[config.mk]
export PLATFORM = sky130hd
export DESIGN_NAME = branch_predictor
export DESIGN_NICKNAME = d
export VERILOG_FILES = /design/src/rtl/branch_predictor.sv
export SDC_FILE = /design/constraint.sdc
export NUM_CORES = 2
export LEC_CHECK = 0
export ABC_AREA = 1
export BUFFER_PORTS_ARGS = -buffer_cell sky130_fd_sc_hd__buf_2
export CELL_PAD_IN_SITES_DETAIL_PLACEMENT = 1
export CELL_PAD_IN_SITES_GLOBAL_PLACEMENT = 1
export CORE_MARGIN = 2
export CORE_UTILIZATION = 41
export DETAILED_ROUTE_END_ITERATION = 16
export PLACE_DENSITY = 0.81
export SETUP_SLACK_MARGIN = 0.1
export SYNTH_ARGS = -nofsm -noshare
export SYNTH_HDL_FRONTEND = slang
export SYNTH_SLANG_ARGS = --single-unit
[constraint.sdc]
create_clock -name CLK -period 91 [get_ports CLK]
set_input_delay 13.65 -clock CLK [delete_from_list [all_inputs] [get_ports CLK]]
set_output_delay 13.65 -clock CLK [all_outputs]
set_load 0.02 [all_outputs]
[src/rtl/branch_predictor.sv]
// Dynamic branch predictor for the fetch stage.
// A direct-mapped BTB: each entry holds a valid bit, a tag, a 32-bit target
// and a 2-bit saturating counter. Lookup is combinational on the IF PC, and
// training happens from the resolved beq/bne outcome at the MEM stage.
// Optional resolved-branch / misprediction counters are built only when the
// macro BRANCH_PREDICTOR_STATS_EN is defined. Otherwise the stat outputs are
// tied to zero.
module branch_predictor #(
    parameter int ENTRIES = 16
) (
    input  logic        CLK,
    input  logic        RST,
    input  logic [31:0] IFpc,
    output logic        PRtaken,
    output logic [31:0] PRtarget,
    input  logic        upd_en,
    input  logic        MMbranch,
    input  logic [31:0] MMpc,
    input  logic [31:0] MMtarget,
    input  logic        MMtaken,
    input  logic        MMprtaken,
    output logic [31:0] stat_branches,
    output logic [31:0] stat_mispred
);

    localparam int IDXW = $clog2(ENTRIES);
    localparam int TAGW = 30 - IDXW;

    typedef enum logic [1:0] {
        SNT = 2'b00,
        WNT = 2'b01,
        WT  = 2'b10,
        ST  = 2'b11
    } cnt_e;

    logic            valid_q  [ENTRIES];
    logic [TAGW-1:0] tag_q    [ENTRIES];
    logic [31:0]     target_q [ENTRIES];
    cnt_e            cnt_q    [ENTRIES];

    logic [IDXW-1:0] lookupIdx;
    logic [TAGW-1:0] lookupTag;
    logic            lookupHit;

    logic            updEn;
    logic [IDXW-1:0] updIdx;
    logic [TAGW-1:0] updTag;
    logic            updHit;
    cnt_e            cnt_d;

    // The low PC bits are word-alignment bits and never take part in indexing.
    logic unusedPcBits;
    assign unusedPcBits = ^{IFpc[1:0], MMpc[1:0], MMprtaken};

    // Fetch-side lookup; it reads the stored state only, so a same-cycle write
    // to this index is not visible until the next cycle.
    always_comb begin
        lookupIdx = IFpc[IDXW+1:2];
        lookupTag = IFpc[31:IDXW+2];
        lookupHit = valid_q[lookupIdx] && (tag_q[lookupIdx] == lookupTag);
        PRtaken   = lookupHit && cnt_q[lookupIdx][1];
        PRtarget  = PRtaken ? target_q[lookupIdx] : 32'd0;
    end

    // Next counter value for the entry the MEM-stage branch maps to.
    always_comb begin
        updEn  = upd_en && MMbranch;
        updIdx = MMpc[IDXW+1:2];
        updTag = MMpc[31:IDXW+2];
        updHit = valid_q[updIdx] && (tag_q[updIdx] == updTag);
        cnt_d  = cnt_q[updIdx];
        if (!updHit) begin
            cnt_d = MMtaken ? WT : WNT;
        end else if (MMtaken) begin
            case (cnt_q[updIdx])
                SNT:     cnt_d = WNT;
                WNT:     cnt_d = WT;
                default: cnt_d = ST;
            endcase
        end else begin
            case (cnt_q[updIdx])
                ST:      cnt_d = WT;
                WT:      cnt_d = WNT;
                default: cnt_d = SNT;
            endcase
        end
    end

    // BTB storage: cleared by reset, one entry written per training event.
    always_ff @(posedge CLK or posedge RST) begin
        if (RST) begin
            for (int i = 0; i < ENTRIES; i++) begin
                valid_q[i]  <= 1'b0;
                tag_q[i]    <= '0;
                target_q[i] <= 32'd0;
                cnt_q[i]    <= WNT;
            end
        end else if (updEn) begin
            valid_q[updIdx]  <= 1'b1;
            tag_q[updIdx]    <= updTag;
            target_q[updIdx] <= MMtarget;
            cnt_q[updIdx]    <= cnt_d;
        end
    end

`ifdef BRANCH_PREDICTOR_STATS_EN
    logic [31:0] statBranches_q;
    logic [31:0] statMispred_q;

    // Count resolved branches and those whose original prediction was wrong.
    always_ff @(posedge CLK or posedge RST) begin
        if (RST) begin
            statBranches_q <= 32'd0;
            statMispred_q  <= 32'd0;
        end else if (updEn) begin
            statBranches_q <= statBranches_q + 32'd1;
            if (MMtaken != MMprtaken) begin
                statMispred_q <= statMispred_q + 32'd1;
            end
        end
    end

    assign stat_branches = statBranches_q;
    assign stat_mispred  = statMispred_q;
`else
    assign stat_branches = 32'd0;
    assign stat_mispred  = 32'd0;
`endif

endmodule

; ---- After elaboration in Yosys (flattened, before gate mapping)
; Cells that the tools add are included.
[totals]
elab_cells = 119
regBits = 976
out_inout_bits = 97
inputBits = 102
[op_classes]
n_mux = 38
n_bitwise = 3
reduce_logical = 6
magnitude_cmp = 3
eq_ne = 5
[ops]
columns = operator, count
row1 = $bwmux 512, 1
row2 = $bwmux 416, 1
row3 = $bmux 26 s4, 2
row4 = $mux 26, 5
row5 = $bmux 32 s4, 1
row6 = $demux 32 s4, 1
row7 = $mux 32, 4
row8 = $demux 26 s4, 1
row9 = $eq 26x26->1, 2
row10 = $bwmux 32, 1
row11 = $bmux 2 s4, 2
row12 = $mux 2, 8
row13 = $or 16x16->16, 1
row14 = $ge 5x5->1 const B, 2
row15 = $not 4->5, 2
row16 = $bmux 1 s4, 2
row17 = $demux 2 s4, 1
row18 = $pmux 2 s2, 2
row19 = $logic_and 1x1->1, 5
row20 = $lt 5x1->1 const B, 1
row21 = $mux 1, 5
row22 = $demux 1 s4, 1
row23 = $eq 2x2->1 const B, 2
row24 = $eq 2x1->1 const B, 1
row25 = $logic_not 2->1, 1

; ---- Depth between registers and ports, before layout
[logic_depth]
depth_word = 9
depth_mapped = 23
ltp_nobuf = 19

; ---- Least setup slack after synthesis
; Ideal clock, no wire load.
[synth_path]
kind = input to output
start = input port IFpc[2]
end = output port PRtarget[22]
required_time_ns = 77.350
stages = 13
path_buffers = 4
slack_ns = 61.591
arrival_time_ns = 15.759
path_cell_list = clkbuf_2 -> inv_1 -> buf_2 -> clkbuf_1 -> nor2_1 -> o211ai_1 -> o21ai_0 -> o21ai_0 -> xor2_1 -> nor2_1 -> nand3_1 -> buf_2 -> nor3_1
[synth_via]
elab_chain_cells = 8
elab_cells_between_ends = 17
classes_between = eq/ne (1) / mux (13) / bitwise (1) / reduce/logical (2)
[synth_rtl]
columns = element, line_no
row1 = start: declaration, 13  ; input logic [31:0] IFpc,
row2 = $not 4->5 (implied by the code) *, "60, 61, 62"
row3 = $bmux 26 s4, 60  ; lookupHit = valid_q[lookupIdx] && (tag_q[lookupIdx] == lookupTag);
row4 = $mux 26 (implied by the code) (2 in a row), 60
row5 = $eq 26x26->1, 60
row6 = $logic_and 1x1->1, 60
row7 = $logic_and 1x1->1, 61  ; PRtaken = lookupHit && cnt_q[lookupIdx][1];
row8 = $mux 32 *, 62  ; PRtarget = PRtaken ? target_q[lookupIdx] : 32'd0;
row9 = end: declaration, 15  ; output logic [31:0] PRtarget,
; Mark *: on every way between the ends. The rest lies on a longest branch, timed or not. The select of a mux whose other input is x is not followed.

; ---- Worst setup path in the final report
[layout_path]
start = input port IFpc[2]
end = output port PRtarget[2]
; Same word-level chain as after synthesis.

==> results.md <==
- The flow ran to the end, and the final reports show no timing, DRC or antenna violations.
- The worst setup path is launched from an input port.
- Global routing consumed, over all layers together, 28.5% of the routing resources.
- The number of gates resized after cts is 0.
- The final number of max-transition violations is 0.
- Counting flops and latches in the post-synthesis netlist gives 976.
- The die area is 124,000 µm².
- The arrival time at the worst endpoint is 18.18 ns.
- After detailed routing, the average wire length per cell comes to 22.0 µm.
- The cell-internal power is 0.850 mW.
- The hold-fix buffer count after cts is 0.
- The number of synthesized flops with an enable pin is 0.
- The synthesized netlist cell count is 6,669.
- The share of synthesized area in the top cell type comes to 48.4%.
- The clock transition at the register clock pins on the worst setup and hold paths after CTS is 0.06 ns.
- Summing the areas of all xor and xnor instances in the mapped netlist gives 0.159% of the synthesized area.
- The later-pin clock latency in the skew report is 0.73 ns.
- The floorplan step defined a core boundary enclosing 120,000 µm².
- The number of global-route vias before repair is 48,088.
- Counting I/O delays and the setup requirement, the final critical path takes 31.83 ns.
- The filler cells instantiated in the layout total 14,880.
- The critical path in this run is classified as in -> out.
- For the final database, setup skew stands at 0.0544 ns.
- After Yosys synthesis, full adders, half adders and majority gates account for 0% of the synthesized area.
- Before antenna repair, the detailed router went through 6 iterations.
- At the pin with the least slew margin, the transition time is 1.15 ns.
- The sequential fraction of the synthesis area is 49.2%.
- The floorplan has 127 rows.
- The number of warnings printed during yosys synthesis is 0.
- The number of distinct library cells after synthesis is 39.
- The max-capacitance violation count is 0.
- The total net switching power is 0.379 mW.
- The global-route wire length before repair is 280,000 µm.
- For the worst setup path, the data required time is 77.35 ns.
- The combinational family with the most area after synthesis is simple AND/OR/NAND/NOR gates.
- The count of pins on the block boundary is 199.
- The routability congestion estimate from global placement is 0.817.
- The number of vias per cell after detailed routing is 5.70.
- Entering global routing, the biggest net connects 226 pins.
- The synthesized netlist devotes 21.9% of its cell area to simple gates.
- Setup repair after global routing left no endpoint under its margin.
- The end-of-flow core utilization is 45.2%.
- The mux share of post-synthesis cell area is 0%.
- The category of the worst setup path capture point is an output pin.
- The final wirelength is 179,000 µm.
- The synthesized design spends more area on one cell type than any other, namely sky130_fd_sc_hd__dfrtp_1.
- For this design the ratio of total power to cell area is 22.7 nW/µm².
- The initial core utilization is 41.4%.
- The number of antenna violations at the first check in global routing came to 12.
- Sequential cells burn 46.5% of the power.
- Among all flip-flop cells after synthesis, the most frequent one is sky130_fd_sc_hd__dfrtp_1.
- The starting DRC count in detailed routing is 3,917.
- The detailed-route DRC error count is 0.
- The number of buffers added on ports is 129.
- Summed over all cells, the static leakage comes to 25.7 nW.
- The hold violation count in the final report was 0.
- The HPWL after detailed placement is 97,300 µm.
- The number of sinks handled by clock tree synthesis is 976.
- The clock network accounts for 36.2% of the total power.
- The classification of the worst-slack hold path is reg -> reg.
- In the final layout, the multi-input gates occupy 21,300 µm².
- The sequential cell area in the final layout is 24,400 µm².
- The part of the power in combinational logic is 17.3%.
- The die outline width is 352 µm.
- The top achievable clock speed is 0.0314 GHz.
- Buffers added to address setup during post-CTS repair amount to 0.
- The share of total power consumed by net switching is 30.9%.
- The average size of a mapped cell is 7.44 µm².
- The largest fanout of any net on the critical path is 225.
- After synthesis, the cell types taking the most area are sky130_fd_sc_hd__dfrtp_1, sky130_fd_sc_hd__nand2_1, sky130_fd_sc_hd__o21ai_0.
- The worst hold slack is 0.472 ns.
- The number of nets in the layout is 6,530.
- Relative to the synthesized area, the layout overhead comes to 9.12%.
- In the final layout, the share of cells above drive strength 1 is 6.66%.
- The number of setup violations in the final report is 0.
- In this run the clock root is driven by a sky130_fd_sc_hd__clkbuf_16.
- The TritonCTS clock tree is done.
- The number of buffers inserted during clock tree synthesis is 108.
- In this run the remaining antenna-violating nets after routing total 0.
- The worst slew slack as a fraction of its limit is 23.0%.
- After routing, the total negative slack on setup checks comes to 0 ns.
- The compound-cell area share of the yosys netlist is 20.1%.
- The H-tree was split into 3 levels.
- The worst vdd rail ir drop is 0.0000176 V.
- After layout, the worst path uses 35.0% of the clock period.
- The maximum number of buffers from clock root to sink is 3.
- The die span in y is 352 µm.
- For this run the aggregate overflow at the end of global routing stands at 0.
- The routed layout has 46,353 vias.
- The fraction of synthesis flops using an asynchronous set or reset pin is 100%.
- The cell area that synthesis handed to floorplanning was 49,600 µm².
==> cell usage after synthesis, types with 8 or more instances <==
cell                          n
sky130_fd_sc_hd__o211ai_1   108
sky130_fd_sc_hd__a221oi_1    57
sky130_fd_sc_hd__or2_2        8
sky130_fd_sc_hd__nor3_1      42
sky130_fd_sc_hd__a21oi_1    337
sky130_fd_sc_hd__buf_4       71
sky130_fd_sc_hd__a22oi_1      9
sky130_fd_sc_hd__nor2_1     218
sky130_fd_sc_hd__dfrtp_1    960
sky130_fd_sc_hd__nand2_1   2296
sky130_fd_sc_hd__o21ai_0   1276
sky130_fd_sc_hd__buf_2      107
sky130_fd_sc_hd__nand3_1    219
sky130_fd_sc_hd__o32ai_1     25
sky130_fd_sc_hd__dfstp_2     16
sky130_fd_sc_hd__o21ai_1     25
sky130_fd_sc_hd__clkbuf_1   392
sky130_fd_sc_hd__inv_1      407
sky130_fd_sc_hd__buf_1       42
sky130_fd_sc_hd__o22ai_1      8
==> final timing paths <==
kind	start	endpoint	slack, ns	cells past startpoint
max reg2reg	tag_q[235]	cnt_q[10]	87.91	14
max in group asynchronous	RST	tag_q[380]	75.44	4
min in group asynchronous	RST	target_q[124]	13.04	2
min	cnt_q[12]	cnt_q[12]	0.47	2
max	IFpc[2]	PRtarget[2]	59.17	13
min reg2reg	cnt_q[12]	cnt_q[12]	0.47	2
==> through the flow <==
| stage | setup WS [ns] | total power [mW] | std cells | cell area, µm² |
|---|---|---|---|---|
| after detailed placement | 59.29 | 0.786 | 7930 | 50600 |
| final | 59.17 | 1.23 | 8128 | 54200 |
| after global routing | 58.93 | 1.29 | 8128 | 54200 |
| after floorplan | 49.92 | 0.723 | 6732 | 49900 |
| after CTS | 59.22 | 1.23 | 8126 | 54200 |
| after global placement | 59.36 | 0.770 | 7930 | 50600 |
==> routing by layer <==
layer | part of all wire (%) | wire, µm | global-route usage, %
met2 | 47 | 84600 | 47.7
met5 | 0.034 | 61 | 0
met1 | 44 | 77700 | 37.8
met4 | 3.6 | 6370 | 10.4
met3 | 5.5 | 9750 | 3.55
==> layout by cell type (no fill, tap or decap), drive strengths merged, types with 4 or more instances in the layout <==
| master | count |
|---|---|
| o21ai | 1301 |
| conb | 64 |
| o211ai | 108 |
| a22oi | 9 |
| a21oi | 337 |
| dfrtp | 960 |
| a31oi | 6 |
| clkinv | 28 |
| xor2 | 7 |
| nor3 | 42 |
| dfstp | 16 |
| a221oi | 57 |
| nand4 | 6 |
| nor2 | 221 |
| buf | 202 |
| inv | 410 |
| nand2 | 2298 |
| bufinv | 7 |
| or2 | 8 |
| o32ai | 25 |
| o221ai | 4 |
| o22ai | 8 |
| clkbuf | 162 |
| nand3 | 219 |
==> power groups by stage <==
stage / Sequential, mW / Clock (mW) / Combinational [mW]
CTS: 0.570 / 0.450 / 0.213
detailed placement: 0.576 / 0 / 0.210
floorplan: 0.566 / 0 / 0.158
finish: 0.572 / 0.445 / 0.213
global route: 0.581 / 0.467 / 0.246
global placement: 0.571 / 0 / 0.199
==> cell families after synthesis <==
family	count (synthesis)
compound gates	1860
xor+xnor	9
buf+inv	1027
flops	976
other cells	1
simple gates	2796
==> final cells by class <==
class	count	share of cell area, %
tap	1612	3.72
inverter	411	2.94
clock inverter	34	0.804
multi-input combinational	4729	39.3
sequential	976	45.1
clock buffer	162	5.75
timing repair buffer	202	2.39
antenna	2	0.00924
==> critical path, cell delays in order <==
cell and delay (ns):
sky130_fd_sc_hd__buf_8 0.50, sky130_fd_sc_hd__buf_12 0.65, sky130_fd_sc_hd__buf_4 0.73, sky130_fd_sc_hd__o21ai_0 0.16
sky130_fd_sc_hd__o211ai_1 0.18, sky130_fd_sc_hd__o21ai_0 0.15, sky130_fd_sc_hd__o21ai_0 0.67, sky130_fd_sc_hd__xor2_1 0.16
sky130_fd_sc_hd__nor2_1 0.17, sky130_fd_sc_hd__nand3_2 0.08, sky130_fd_sc_hd__buf_4 0.32, sky130_fd_sc_hd__nor3_1 0.26
sky130_fd_sc_hd__buf_2 0.20
==> registers in the layout, summed over array words and instances, names as in the netlist <==
| signal | count |
|---|---|
| cnt_q | 32 |
| tag_q | 416 |
| valid_q | 16 |
| target_q | 512 |
Note: power is estimated with default switching activity, not from simulation.
